==> config.mk <==
export PLATFORM = sky130hd
export DESIGN_NAME = rect_plotter_flat
export DESIGN_NICKNAME = d
export VERILOG_FILES = /design/src/rtl/draw_pkg.sv /design/src/rtl/rect_plotter_if.sv /design/src/rtl/rect_scan_counter.sv /design/src/rtl/rect_plotter.sv /design/src/flat_wrapper.sv
export SDC_FILE = /design/constraint.sdc
export NUM_CORES = 1
export LEC_CHECK = 0
export BUFFER_PORTS_ARGS = -buffer_cell sky130_fd_sc_hd__buf_4
export CAP_MARGIN = 40
export CORE_UTILIZATION = 55
export DETAILED_ROUTE_END_ITERATION = 12
export PLACE_DENSITY = 0.82
export SLEW_MARGIN = 20
export SYNTH_ARGS = -nofsm -noshare
export SYNTH_HDL_FRONTEND = slang
export SYNTH_SLANG_ARGS = --single-unit
==> constraint.sdc <==
create_clock -name CLOCK_50 -period 9.6 [get_ports CLOCK_50]
set_input_delay 0.48 -clock CLOCK_50 [delete_from_list [all_inputs] [get_ports CLOCK_50]]
set_output_delay 0.48 -clock CLOCK_50 [all_outputs]
set_load 0.1 [all_outputs]
==> src/rtl/draw_pkg.sv <==
// Shared types and helpers for the rectangle plotter: FSM states, default screen size
// and the border test used in outline mode.
package draw_pkg;

  typedef enum logic [1:0] {IDLE, DRAW, DONE} plot_state_t;

  localparam int unsigned DefScreenW = 160;
  localparam int unsigned DefScreenH = 120;

  // Width wide enough for any coordinate field the plotter is built with.
  localparam int unsigned CoordW = 16;

  function automatic logic on_border(input logic [CoordW-1:0] dx, input logic [CoordW-1:0] dy,
                                     input logic [CoordW-1:0] w,  input logic [CoordW-1:0] h);
    return (dx == '0) || (dy == '0) || (dx == w - CoordW'(1)) || (dy == h - CoordW'(1));
  endfunction

endpackage

==> src/rtl/rect_plotter_if.sv <==
// Registered pixel stream towards the VGA sink: position, colour and valid (plot),
// with pixel_ready flowing back from the sink.
interface rect_plotter_if #(
  parameter int unsigned X_W     = 8,
  parameter int unsigned Y_W     = 7,
  parameter int unsigned COLOR_W = 3
) ();

  logic [X_W-1:0]     VGA_X;
  logic [Y_W-1:0]     VGA_Y;
  logic [COLOR_W-1:0] VGA_COLOR;
  logic               plot;
  logic               pixel_ready;

  modport master (output VGA_X, output VGA_Y, output VGA_COLOR, output plot, input pixel_ready);
  modport slave  (input VGA_X, input VGA_Y, input VGA_COLOR, input plot, output pixel_ready);

endinterface

==> src/rtl/rect_scan_counter.sv <==
// Row-major dx/dy offset counter for the rectangle scan. Exposes the next-state offsets so
// the owner can register pixel outputs for the position being entered.
module rect_scan_counter #(
  parameter int unsigned X_W = 8,
  parameter int unsigned Y_W = 7
) (
  input  logic           clk_i,
  input  logic           rst_i,
  input  logic           clear_i,
  input  logic           step_i,
  input  logic [X_W-1:0] w_i,
  input  logic [Y_W-1:0] h_i,
  output logic [X_W-1:0] dx_nxt_o,
  output logic [Y_W-1:0] dy_nxt_o,
  output logic           last_o
);

  logic [X_W-1:0] dx_q, dx_d;
  logic [Y_W-1:0] dy_q, dy_d;
  logic           row_end;

  assign row_end = (dx_q == w_i - X_W'(1));
  assign last_o  = row_end && (dy_q == h_i - Y_W'(1));

  always_comb begin
    dx_d = dx_q;
    dy_d = dy_q;
    if (clear_i) begin
      dx_d = '0;
      dy_d = '0;
    end else if (step_i) begin
      if (row_end) begin
        dx_d = '0;
        dy_d = dy_q + Y_W'(1);
      end else begin
        dx_d = dx_q + X_W'(1);
      end
    end
  end

  assign dx_nxt_o = dx_d;
  assign dy_nxt_o = dy_d;

  always_ff @(posedge clk_i or posedge rst_i) begin
    if (rst_i) begin
      dx_q <= '0;
      dy_q <= '0;
    end else begin
      dx_q <= dx_d;
      dy_q <= dy_d;
    end
  end

endmodule

==> src/rtl/rect_plotter.sv <==
// Filled/outlined rectangle generator: scans the rectangle row-major after a start pulse
// and emits clipped pixels over a registered valid/ready stream.
module rect_plotter
  import draw_pkg::*;
#(
  parameter int unsigned X_W      = 8,
  parameter int unsigned Y_W      = 7,
  parameter int unsigned COLOR_W  = 3,
  parameter int unsigned SCREEN_W = DefScreenW,
  parameter int unsigned SCREEN_H = DefScreenH
) (
  input  logic               CLOCK_50,
  input  logic               reset,
  input  logic               start,
  input  logic [X_W-1:0]     x0,
  input  logic [Y_W-1:0]     y0,
  input  logic [X_W-1:0]     w,
  input  logic [Y_W-1:0]     h,
  input  logic [COLOR_W-1:0] color,
  input  logic               outline,
  rect_plotter_if.master     pix,
  output logic               busy,
  output logic               done
);

  localparam logic [X_W:0] ScreenWX = (X_W+1)'(SCREEN_W);
  localparam logic [Y_W:0] ScreenHY = (Y_W+1)'(SCREEN_H);

  plot_state_t        state_q, state_d;
  logic [X_W-1:0]     x0_q, x0_d, w_q, w_d;
  logic [Y_W-1:0]     y0_q, y0_d, h_q, h_d;
  logic [COLOR_W-1:0] color_q, color_d;
  logic               outline_q, outline_d;
  logic [X_W-1:0]     vga_x_q, vga_x_d;
  logic [Y_W-1:0]     vga_y_q, vga_y_d;
  logic [COLOR_W-1:0] vga_color_q, vga_color_d;
  logic               plot_q, plot_d;

  logic               cnt_clear, cnt_step, cnt_last, advance, load;
  logic [X_W-1:0]     dx_nxt;
  logic [Y_W-1:0]     dy_nxt;

  logic [X_W-1:0]     ev_x0, ev_w;
  logic [Y_W-1:0]     ev_y0, ev_h;
  logic [COLOR_W-1:0] ev_color;
  logic               ev_outline, ev_emit;
  logic [X_W:0]       ev_cx;
  logic [Y_W:0]       ev_cy;

  assign advance   = (state_q == DRAW) && (!plot_q || pix.pixel_ready);
  assign cnt_clear = (state_q == IDLE) && start;
  assign cnt_step  = advance && !cnt_last;

  rect_scan_counter #(
    .X_W (X_W),
    .Y_W (Y_W)
  ) u_scan (
    .clk_i    (CLOCK_50),
    .rst_i    (reset),
    .clear_i  (cnt_clear),
    .step_i   (cnt_step),
    .w_i      (w_q),
    .h_i      (h_q),
    .dx_nxt_o (dx_nxt),
    .dy_nxt_o (dy_nxt),
    .last_o   (cnt_last)
  );

  // Evaluate the position being entered; in IDLE the request fields are not latched yet.
  always_comb begin
    if (state_q == IDLE) begin
      ev_x0      = x0;
      ev_y0      = y0;
      ev_w       = w;
      ev_h       = h;
      ev_color   = color;
      ev_outline = outline;
    end else begin
      ev_x0      = x0_q;
      ev_y0      = y0_q;
      ev_w       = w_q;
      ev_h       = h_q;
      ev_color   = color_q;
      ev_outline = outline_q;
    end
    ev_cx   = {1'b0, ev_x0} + {1'b0, dx_nxt};
    ev_cy   = {1'b0, ev_y0} + {1'b0, dy_nxt};
    ev_emit = (ev_cx < ScreenWX) && (ev_cy < ScreenHY) &&
              (!ev_outline || on_border(CoordW'(dx_nxt), CoordW'(dy_nxt),
                                        CoordW'(ev_w), CoordW'(ev_h)));
  end

  always_comb begin
    state_d     = state_q;
    x0_d        = x0_q;
    y0_d        = y0_q;
    w_d         = w_q;
    h_d         = h_q;
    color_d     = color_q;
    outline_d   = outline_q;
    plot_d      = plot_q;
    vga_x_d     = vga_x_q;
    vga_y_d     = vga_y_q;
    vga_color_d = vga_color_q;
    load        = 1'b0;
    case (state_q)
      IDLE: begin
        plot_d = 1'b0;
        if (start) begin
          x0_d      = x0;
          y0_d      = y0;
          w_d       = w;
          h_d       = h;
          color_d   = color;
          outline_d = outline;
          if (w == '0 || h == '0) begin
            state_d = DONE;
          end else begin
            state_d = DRAW;
            load    = 1'b1;
          end
        end
      end
      DRAW: begin
        if (advance) begin
          if (cnt_last) begin
            state_d = DONE;
            plot_d  = 1'b0;
          end else begin
            load = 1'b1;
          end
        end
      end
      DONE: begin
        plot_d  = 1'b0;
        state_d = IDLE;
      end
      default: state_d = IDLE;
    endcase
    // Skipped positions drop plot but leave the coordinate fields untouched.
    if (load) begin
      plot_d = ev_emit;
      if (ev_emit) begin
        vga_x_d     = ev_cx[X_W-1:0];
        vga_y_d     = ev_cy[Y_W-1:0];
        vga_color_d = ev_color;
      end
    end
  end

  always_ff @(posedge CLOCK_50 or posedge reset) begin
    if (reset) begin
      state_q     <= IDLE;
      x0_q        <= '0;
      y0_q        <= '0;
      w_q         <= '0;
      h_q         <= '0;
      color_q     <= '0;
      outline_q   <= 1'b0;
      plot_q      <= 1'b0;
      vga_x_q     <= '0;
      vga_y_q     <= '0;
      vga_color_q <= '0;
    end else begin
      state_q     <= state_d;
      x0_q        <= x0_d;
      y0_q        <= y0_d;
      w_q         <= w_d;
      h_q         <= h_d;
      color_q     <= color_d;
      outline_q   <= outline_d;
      plot_q      <= plot_d;
      vga_x_q     <= vga_x_d;
      vga_y_q     <= vga_y_d;
      vga_color_q <= vga_color_d;
    end
  end

  assign pix.VGA_X     = vga_x_q;
  assign pix.VGA_Y     = vga_y_q;
  assign pix.VGA_COLOR = vga_color_q;
  assign pix.plot      = plot_q;
  assign busy          = (state_q != IDLE);
  assign done          = (state_q == DONE);

endmodule

==> src/flat_wrapper.sv <==
// flat-port wrapper written by rule: the top's interface ports become plain ports
module rect_plotter_flat import draw_pkg::*;
#(
  parameter int unsigned X_W      = 8,
  parameter int unsigned Y_W      = 7,
  parameter int unsigned COLOR_W  = 3,
  parameter int unsigned SCREEN_W = DefScreenW,
  parameter int unsigned SCREEN_H = DefScreenH
)
  (CLOCK_50, reset, start, x0, y0, w, h, color, outline, busy, done, pix_VGA_X, pix_VGA_Y, pix_VGA_COLOR, pix_plot, pix_pixel_ready);
  rect_plotter_if #(.X_W(X_W), .Y_W(Y_W), .COLOR_W(COLOR_W)) pix_i ();
  input  logic CLOCK_50;
  input  logic reset;
  input  logic start;
  input  logic [X_W-1:0] x0;
  input  logic [Y_W-1:0] y0;
  input  logic [X_W-1:0] w;
  input  logic [Y_W-1:0] h;
  input  logic [COLOR_W-1:0] color;
  input  logic outline;
  output logic busy;
  output logic done;
  output wire logic [$bits(pix_i.VGA_X)-1:0] pix_VGA_X;
  output wire logic [$bits(pix_i.VGA_Y)-1:0] pix_VGA_Y;
  output wire logic [$bits(pix_i.VGA_COLOR)-1:0] pix_VGA_COLOR;
  output wire logic [$bits(pix_i.plot)-1:0] pix_plot;
  input wire logic [$bits(pix_i.pixel_ready)-1:0] pix_pixel_ready;
  assign pix_VGA_X = pix_i.VGA_X;
  assign pix_VGA_Y = pix_i.VGA_Y;
  assign pix_VGA_COLOR = pix_i.VGA_COLOR;
  assign pix_plot = pix_i.plot;
  assign pix_i.pixel_ready = pix_pixel_ready;
  rect_plotter #(.X_W(X_W), .Y_W(Y_W), .COLOR_W(COLOR_W), .SCREEN_W(SCREEN_W), .SCREEN_H(SCREEN_H)) u_core (.CLOCK_50(CLOCK_50), .reset(reset), .start(start), .x0(x0), .y0(y0), .w(w), .h(h), .color(color), .outline(outline), .pix(pix_i), .busy(busy), .done(done));
endmodule
==> summary.md, run 1 <==
| Metric | Value |
|---|---|
| Run status | completed |
| Worst hold margin | 0.168 ns |
| Count of standard-cell rows | 36 |
| Count of inserted antenna diode cells | 0 |
| RD Place Congestion | 0.950 |
| # Post-CTS Setup Buffers | 0 |
| Synth async-reset ratio | 100% |
| Count of hold-fix buffers inserted at cts | 0 |
| Maximum fanout encountered on the critical timing path | 13 |
| Number of synthesized flops with an enable pin | 0 |
| Area of the die | 0.0108 sq mm |
| TritonCTS Sinks | 70 |
| Maximum capacitance violations | 0 |
| Antenna violations before repair | 0 |
| Setup-violating endpoint count in the final report | 0 |
| Critical path's slowest cell | sky130_fd_sc_hd__or4_4 |
| Synthesized-area fraction occupied by xor and xnor cells | 8.01% |
| Final routed wire length divided by cell count | 18.1 microns |
| Flip-flop cell with the highest count after synthesis | sky130_fd_sc_hd__dfrtp_1 |
| Post-DP HPWL | 11300 microns |
| Arrival time at the worst endpoint | 6.39 ns |
| Starting utilization of the core area | 57.4% |
| Global-route wire length before repair | 26100 microns |
| Post-Syn Area | 0.00569 sq mm |
| Instance count after placement with tap cells included | 865 |
| Antenna viol nets, final | 0 |
| Layout area overhead | 12.5% |
| Remaining design rule violation count | 0 |
| Worst-case clock buffer depth | 2 |
| Slowest cell delay on critical path | 0.57 ns |
| Fillcell total | 829 |
| Total number of vias | 5422 |
| Initial DRC count | 584 |
| Worst setup SP type | register |
| Sequence of cells on the critical path | or4_4 > or3_4 > a2111oi_4 > and3_2 > o211ai_1 > and2_1 > a21oi_1 > nor2_1 > ha_1 > a21o_1 > a21o_1 > a2111oi_0 > nand2_1 > a41oi_1 > o221ai_1 > a211oi_4 > buf_8 > mux2_2 |
| Compound-cell area share of the yosys netlist | 17.7% |
| Sequential element share of the synthesized area | 30.8% |
| Netlist cell types | 71 |
| Mapped Avg Cell Area | 8.02 sq um |
| Fin Clk Skew | 0.0102 ns |
| Chip Width | 104 microns |
| Multiplexer share of the synthesized area | 8.14% |
| Mapped Cells | 709 |
| Via count of the first global-routing pass | 5222 |
| Pin count of the biggest net entering global routing | 65 |
| Worst reg2reg setup slack | 3.46 ns |
| Overall overflow remaining after global route | 0 |
| Top Ports | 59 |
| Worst setup path startpoint | u_core.w_q[2] |
| P_leak | 3.03 nW |
| Detailed-routing iteration count for the pre-antenna-repair pass | 5 |
| Port Buf Inserts | 58 |
| Number of CTS-inserted buffers | 9 |
| Chip height | 104 microns |
| Worst-Margin Slew | 0.757 ns |
| Simple-Gate Fraction of Synth Area | 25.9% |
| Clk root buf | sky130_fd_sc_hd__clkbuf_8 |
| Insertion delay of the later-clocked pin in the worst-skew pair | 0.37 ns |
| Post-cts resize count | 0 |
| Critical Path RT | 9.85 ns |
| Flip-flop and latch count after synthesis | 70 |
| Via density | 6.15 |
| Destination of the worst register-to-register timing path | u_core.pix.VGA_COLOR[1] |
| Maximum clock rate | 163 MHz |
| Combinational family with the most area after synthesis | simple AND/OR/NAND/NOR gates |
| Fraction of the mapped netlist area in adder cells | 4.88% |
| Clock slew at the register clock pins of the worst setup and hold paths | 0.09 ns |
| Mapped Nets | 768 |
| Worst R2R Path Depth | 18 |
| Ratio of total power to cell area | 193 mW/mm^2 |
| Post-Route Setup TNS | 0 ns |
| Endpoint type of the worst setup path | register |
| Warnings, synthesis | 0 |
| H-Tree Depth | 3 |
| Number of nets at the end of the flow | 802 |
| Commonest non-fill, non-tap cell in the layout | sky130_fd_sc_hd__nand2_1 |
| Class of the worst hold path | input port to async pin |
| Core region area | 0.00991 sq mm |
| Total Power Consumption | 1.23 mW |
| Final Hold Viols | 0 |
| RSZ-0062 raised after global routing | false |
| CTS tree | done |
| Fraction of layout instances using a drive strength above 1 | 16.2% |
| Maximum resistive drop on vdd | 188 uV |
| Classification of the worst setup path | register to register |
| Worst relative slew slack | 49.3% |
| Total global-route track usage | 30.3% |
| Most frequent cell on the critical path | sky130_fd_sc_hd__a21o_1 |
| Total count of max-transition violations in the final report | 0 |
| Post-route non-filler standard cell count | 881 |
| Shortest period the worst path allows | 6.14 ns |
| Launching point of the worst reg2reg path | u_core.w_q[2] |
| Final Routed Wirelength | 15900 microns |
| Crit share post-route | 63.9% |
| Leading cell types in the layout, fill and taps excluded | 179 x sky130_fd_sc_hd__nand2_1, 70 x sky130_fd_sc_hd__dfrtp_1, 63 x sky130_fd_sc_hd__buf_4 |
## worst max path at each step
stage | to | slack, ns
final | u_core.pix.VGA_COLOR[1] | 3.46
after global routing | u_core.pix.VGA_COLOR[1] | 3.16
after floorplan | u_core.pix.VGA_COLOR[2] | 4.16
after global placement | u_core.pix.VGA_Y[2] | 3.55
after detailed placement | u_core.pix.VGA_COLOR[1] | 3.59
after CTS | u_core.pix.VGA_COLOR[1] | 3.57
## through the flow
step	area, sq um	utilization [%]	setup slack [ns]
final	6390	64.5	3.46
after global routing	6390	64.5	3.16
after CTS	6390	64.5	3.57
after detailed placement	6190	62.5	3.59
after global placement	6150	62.0	3.55
after floorplan	5690	-	4.16
## area by class of cell
type / count / area [sq um] / area share [%]
Multi-Input combinational cell: 578 / 3680 / 57.6
Inverter: 19 / 71.3 / 1.12
Sequential cell: 70 / 1750 / 27.4
Tap cell: 133 / 166 / 2.60
Clock inverter: 6 / 67.6 / 1.06
Timing Repair Buffer: 65 / 515 / 8.06
Clock buffer: 10 / 138 / 2.15
## metal layers
| layer | GRT usage (%) | vias up | share of wire [%] |
|---|---|---|---|
| met5 | 0 | - | 0 |
| li1 | - | 2554 | - |
| met1 | 40.6 | 2586 | 43 |
| met3 | 4.97 | 32 | 7.6 |
| met4 | 11.9 | 0 | 2.5 |
| met2 | 48.8 | 250 | 47 |
## power breakdown
part / total [mW] / internal (mW) / switching [mW]
logic: 0.569 / 0.201 / 0.369
clock network: 0.263 / 0.129 / 0.134
registers: 0.400 / 0.332 / 0.0676
total: 1.23 / 0.661 / 0.571
## registers in the layout, summed over array words and instances (netlist names)
| name | cells |
|---|---|
| u_core.h_q | 7 |
| u_core.u_scan.dy_q | 7 |
| u_core.u_scan.dx_q | 8 |
| u_core.x0_q | 8 |
| u_core.pix.VGA_Y | 7 |
| u_core.state_q | 2 |
| u_core.pix.plot | 1 |
| u_core.w_q | 8 |
| u_core.color_q | 3 |
| u_core.y0_q | 7 |
| u_core.pix.VGA_COLOR | 3 |
| u_core.outline_q | 1 |
| u_core.pix.VGA_X | 8 |
## cell families (layout without fill, tap and decap cells)
family	after synthesis	after routing
buffers and inverters	61	100
XOR/XNOR	52	52
AND/OR/NAND/NOR	327	327
adder cells (fa/ha/maj)	21	21
AO/OA/AOI/OAI	137	137
flip-flops	70	70
multiplexers	41	41
## cells in the mapped netlist (7+ instances only)
library cell / number / share of area (%)
sky130_fd_sc_hd__mux2_4: 8 / 2.1
sky130_fd_sc_hd__nor3_1: 22 / 1.9
sky130_fd_sc_hd__and3_1: 8 / 0.88
sky130_fd_sc_hd__dfrtp_1: 70 / 31
sky130_fd_sc_hd__xor2_1: 14 / 2.2
sky130_fd_sc_hd__a21o_1: 7 / 0.92
sky130_fd_sc_hd__clkbuf_1: 30 / 2.0
sky130_fd_sc_hd__a31oi_1: 11 / 1.2
sky130_fd_sc_hd__nand3_1: 15 / 1.3
sky130_fd_sc_hd__mux2_2: 10 / 2.0
sky130_fd_sc_hd__nor2_1: 47 / 3.1
sky130_fd_sc_hd__xnor2_1: 38 / 5.9
sky130_fd_sc_hd__mux2i_1: 23 / 4.0
sky130_fd_sc_hd__nand2_1: 179 / 12
sky130_fd_sc_hd__o21a_1: 7 / 0.92
sky130_fd_sc_hd__ha_1: 19 / 4.2
sky130_fd_sc_hd__a21oi_1: 26 / 2.3
sky130_fd_sc_hd__nand4_1: 7 / 0.77
sky130_fd_sc_hd__inv_1: 18 / 1.2
sky130_fd_sc_hd__nor4_1: 9 / 0.99
sky130_fd_sc_hd__o21ai_0: 23 / 2.0
## worst max-delay path: cells and delay by family (launching register included)
family / cells / cell delay, ns
buffers and inverters: 1 / 0.24
AND/OR/NAND/NOR: 6 / 1.81
adder cells (fa/ha/maj): 1 / 0.31
multiplexers: 1 / 0.34
flip-flops: 1 / 0.49
AO/OA/AOI/OAI: 9 / 2.81
(Power assumes the default switching activity.)
==> run 2, diff against run 1 <==
ABC_AREA = 1   (was not set)
CORE_UTILIZATION = 54   (was 55)
PLACE_DENSITY = 0.84   (was 0.82)
clock period = 5.05 ns   (was 9.6 ns; I/O delays follow)
==> run 2 against run 1 <==
  * Utilization decreased by 0.81 points
  * Global-route usage decreased by 2.1 points
  * Via count decreased by 1.1%
  * Maximum frequency increased by 40%
  * Final cell count increased by 15%
  * Flip-flop and latch count unchanged
  * Register-to-register slack got worse by 2.8 ns
==> summary.md, run 2 <==
| Metric | Value |
|---|---|
| Fin Clk Skew | 0.0131 ns (+0.00293 ns) |
| Fillcell total | 912 (+10%) |
| RSZ-0062 raised after global routing | false |
| Chip height | 103 microns (-0.82%) |
| Final Hold Viols | 0 (unchanged) |
| Netlist cell types | 39 (-45%) |
| Post-route non-filler standard cell count | 1014 (+15%) |
| Final Routed Wirelength | 13500 microns (-15%) |
| Most frequent cell after synthesis | sky130_fd_sc_hd__nand2_1 |
| Antenna viol nets, final | 0 (unchanged) |
| Shortest period the worst path allows | 4.39 ns (-1.75 ns) |
| Crit share post-route | 86.9% (+23 points) |
| Number of CTS-inserted buffers | 9 (unchanged) |
| Setup-violating endpoint count in the final report | 0 (unchanged) |
| Endpoint type of the worst setup path | register |
| Detailed-routing iteration count for the pre-antenna-repair pass | 5 (unchanged) |
| Cell type with the highest aggregate area in the netlist | sky130_fd_sc_hd__dfrtp_1 |
| Mapped Avg Cell Area | 6.69 sq um (-17%) |
| H-Tree Depth | 3 (unchanged) |
| Class of the worst hold path | input port to register |
| Post-DP HPWL | 10200 microns (-9.8%) |
| Total global-route track usage | 28.2% (-2.1 points) |
| Top Ports | 59 (unchanged) |
| Insertion delay of the later-clocked pin in the worst-skew pair | 0.36 ns (about the same) |
| Via count of the first global-routing pass | 4935 (-5.5%) |
| Layout area overhead | 14.0% |
| Number of nets at the end of the flow | 935 (+17%) |
| Fraction of post-synthesis cell area in the top cell type by area | 31.9% (+1.1 points) |
| Count of inserted antenna diode cells | 0 (unchanged) |
| Remaining design rule violation count | 0 (unchanged) |
| Critical path's slowest cell | sky130_fd_sc_hd__dfrtp_1 |
| Arrival time at the worst endpoint | 4.69 ns (-1.70 ns) |
| Starting utilization of the core area | 55.9% (-1.5 points) |
| Pin count of the biggest net entering global routing | 50 (-23%) |
| Slowest cell delay on critical path | 0.41 ns (-0.16 ns) |
| Flip-flop cell with the highest count after synthesis | sky130_fd_sc_hd__dfrtp_1 |
| Run status | completed |
| Via density | 5.29 (-14%) |
| Post-Route Setup TNS | 0 ns (unchanged) |
| Total count of max-transition violations in the final report | 0 (unchanged) |
| Flip-flop and latch count after synthesis | 70 (unchanged) |
| Global-route wire length before repair | 23000 microns (-12%) |
| Worst-Margin Slew | 0.545 ns (-0.212 ns) |
| Classification of the worst setup path | register to register |
| Antenna violations before repair | 0 (unchanged) |
| Commonest non-fill, non-tap cell in the layout | sky130_fd_sc_hd__nand2_1 |
| Fraction of layout instances using a drive strength above 1 | 14.2% (-2.0 points) |
| Post-Syn Area | 0.00549 sq mm (-3.5%) |
| Maximum capacitance violations | 0 (unchanged) |
| TritonCTS Sinks | 70 (unchanged) |
| Worst-case clock buffer depth | 2 (unchanged) |
| CTS tree | done |
| Area of the die | 0.0106 sq mm (-1.6%) |
| Instance count after placement with tap cells included | 997 (+15%) |
| Overall overflow remaining after global route | 0 (unchanged) |
| Clk root buf | sky130_fd_sc_hd__clkbuf_8 |
| Worst setup SP type | register |
| Final routed wire length divided by cell count | 13.3 microns (-27%) |
| Total number of vias | 5360 (-1.1%) |
| Count of standard-cell rows | 36 (unchanged) |
| Maximum clock rate | 228 MHz (+40%) |
| RD Place Congestion | 0.941 (-0.96%) |
| Sequential element share of the synthesized area | 31.9% (+1.1 points) |
| Number of synthesized flops with an enable pin | 0 (unchanged) |
| Mapped Nets | 880 (+15%) |
| Port Buf Inserts | 58 (unchanged) |
| Core region area | 0.00982 sq mm (-0.91%) |
| Mapped Cells | 821 (+16%) |
| Chip Width | 103 microns (-0.82%) |
| Worst relative slew slack | 63.3% (+14 points) |
| Initial DRC count | 357 (-39%) |
| Top post-synthesis cells by area | sky130_fd_sc_hd__dfrtp_1 32%, sky130_fd_sc_hd__nand2_1 18%, sky130_fd_sc_hd__inv_1 8.7% |
| Warnings, synthesis | 0 (unchanged) |
| Clock slew at the register clock pins of the worst setup and hold paths | 0.09 ns (about the same) |
| Most frequent cell on the critical path | sky130_fd_sc_hd__nand2_1 |
| Critical Path RT | 5.35 ns (-4.50 ns) |
| Synth async-reset ratio | 100% (unchanged) |
| Leading cell types in the layout, fill and taps excluded | 262 x sky130_fd_sc_hd__nand2_1, 126 x sky130_fd_sc_hd__inv_1, 71 x sky130_fd_sc_hd__nand3_1 |
| Most frequent cells after synthesis | 263 x sky130_fd_sc_hd__nand2_1, 127 x sky130_fd_sc_hd__inv_1, 71 x sky130_fd_sc_hd__nand3_1 |
| Maximum fanout encountered on the critical timing path | 18 (+5) |
==> run 2: worst max-delay path, delay by kind of cell, from the launching register on <==
kind	cells	cell delay [ns]
fa+ha+maj	2	0.60
compound gates	5	0.65
xor+xnor	1	0.16
flops	1	0.41
buf+inv	6	0.69
simple gates	17	1.83
==> run 2: logic make-up after synthesis <==
group	synth area share, %
buffers and inverters	11.2
xor gates and xnor gates	5.58
adders and majority gates	5.06
DFF	31.9
and+or+nand+nor	37.4
AOI/OAI and AO/OA	8.84
==> run 2: area by class of cell <==
type / instances / area (sq um) / share of cell area [%]
clock buffer: 10 / 138 / 2.20
tap: 133 / 166 / 2.66
multi-input combinational: 597 / 3130 / 50.0
clock inverter: 6 / 68.8 / 1.10
timing repair buffer: 65 / 503 / 8.04
sequential: 70 / 1750 / 28.0
inverter: 133 / 499 / 7.98
==> run 2: path summary, 6_finish.rpt <==
check                                         to           start  cells after the start  slack (ns)
min in group asynchronous         u_core.y0_q[1]           reset                      4        0.52
max                          u_core.pix.VGA_X[7]   u_core.w_q[0]                     31        0.66
max in group asynchronous  u_core.u_scan.dx_q[0]           reset                      5        3.98
min                               u_core.x0_q[0]           x0[0]                      3        0.11
max reg2reg                  u_core.pix.VGA_X[7]   u_core.w_q[0]                     31        0.66
min reg2reg                       u_core.x0_q[3]  u_core.x0_q[3]                      2        0.48
==> run 2: what timing repair did <==
action	CTS	global route
resized for setup	0	2
endpoints found under the setup margin	0	18
hold buffers	1	0
hold endpoints to repair	26	0
setup buffers	0	0
==> run 2: routing by layer <==
metal / track usage (%) / vias up / wire (microns)
li1: - / 2722 / -
met1: 37.6 / 2431 / 5930
met2: 45.7 / 168 / 6410
met3: 4.27 / 39 / 644
met4: 12.4 / 0 / 493
met5: 0 / - / 0
==> run 2: stage by stage <==
stage	utilization, %	setup WS [ns]	area, sq um	hold slack, ns
floorplan	-	0.754	5490	0.369
global placement	61.3	0.731	6020	0.450
detailed placement	61.5	0.495	6040	0.344
CTS	63.7	0.463	6250	0.106
global route	63.7	0.0956	6260	0.112
finish	63.7	0.662	6260	0.110
Power of run 2 is not shown: default switching activity piles up to over one toggle a cycle in this logic, so the estimate is an artifact.
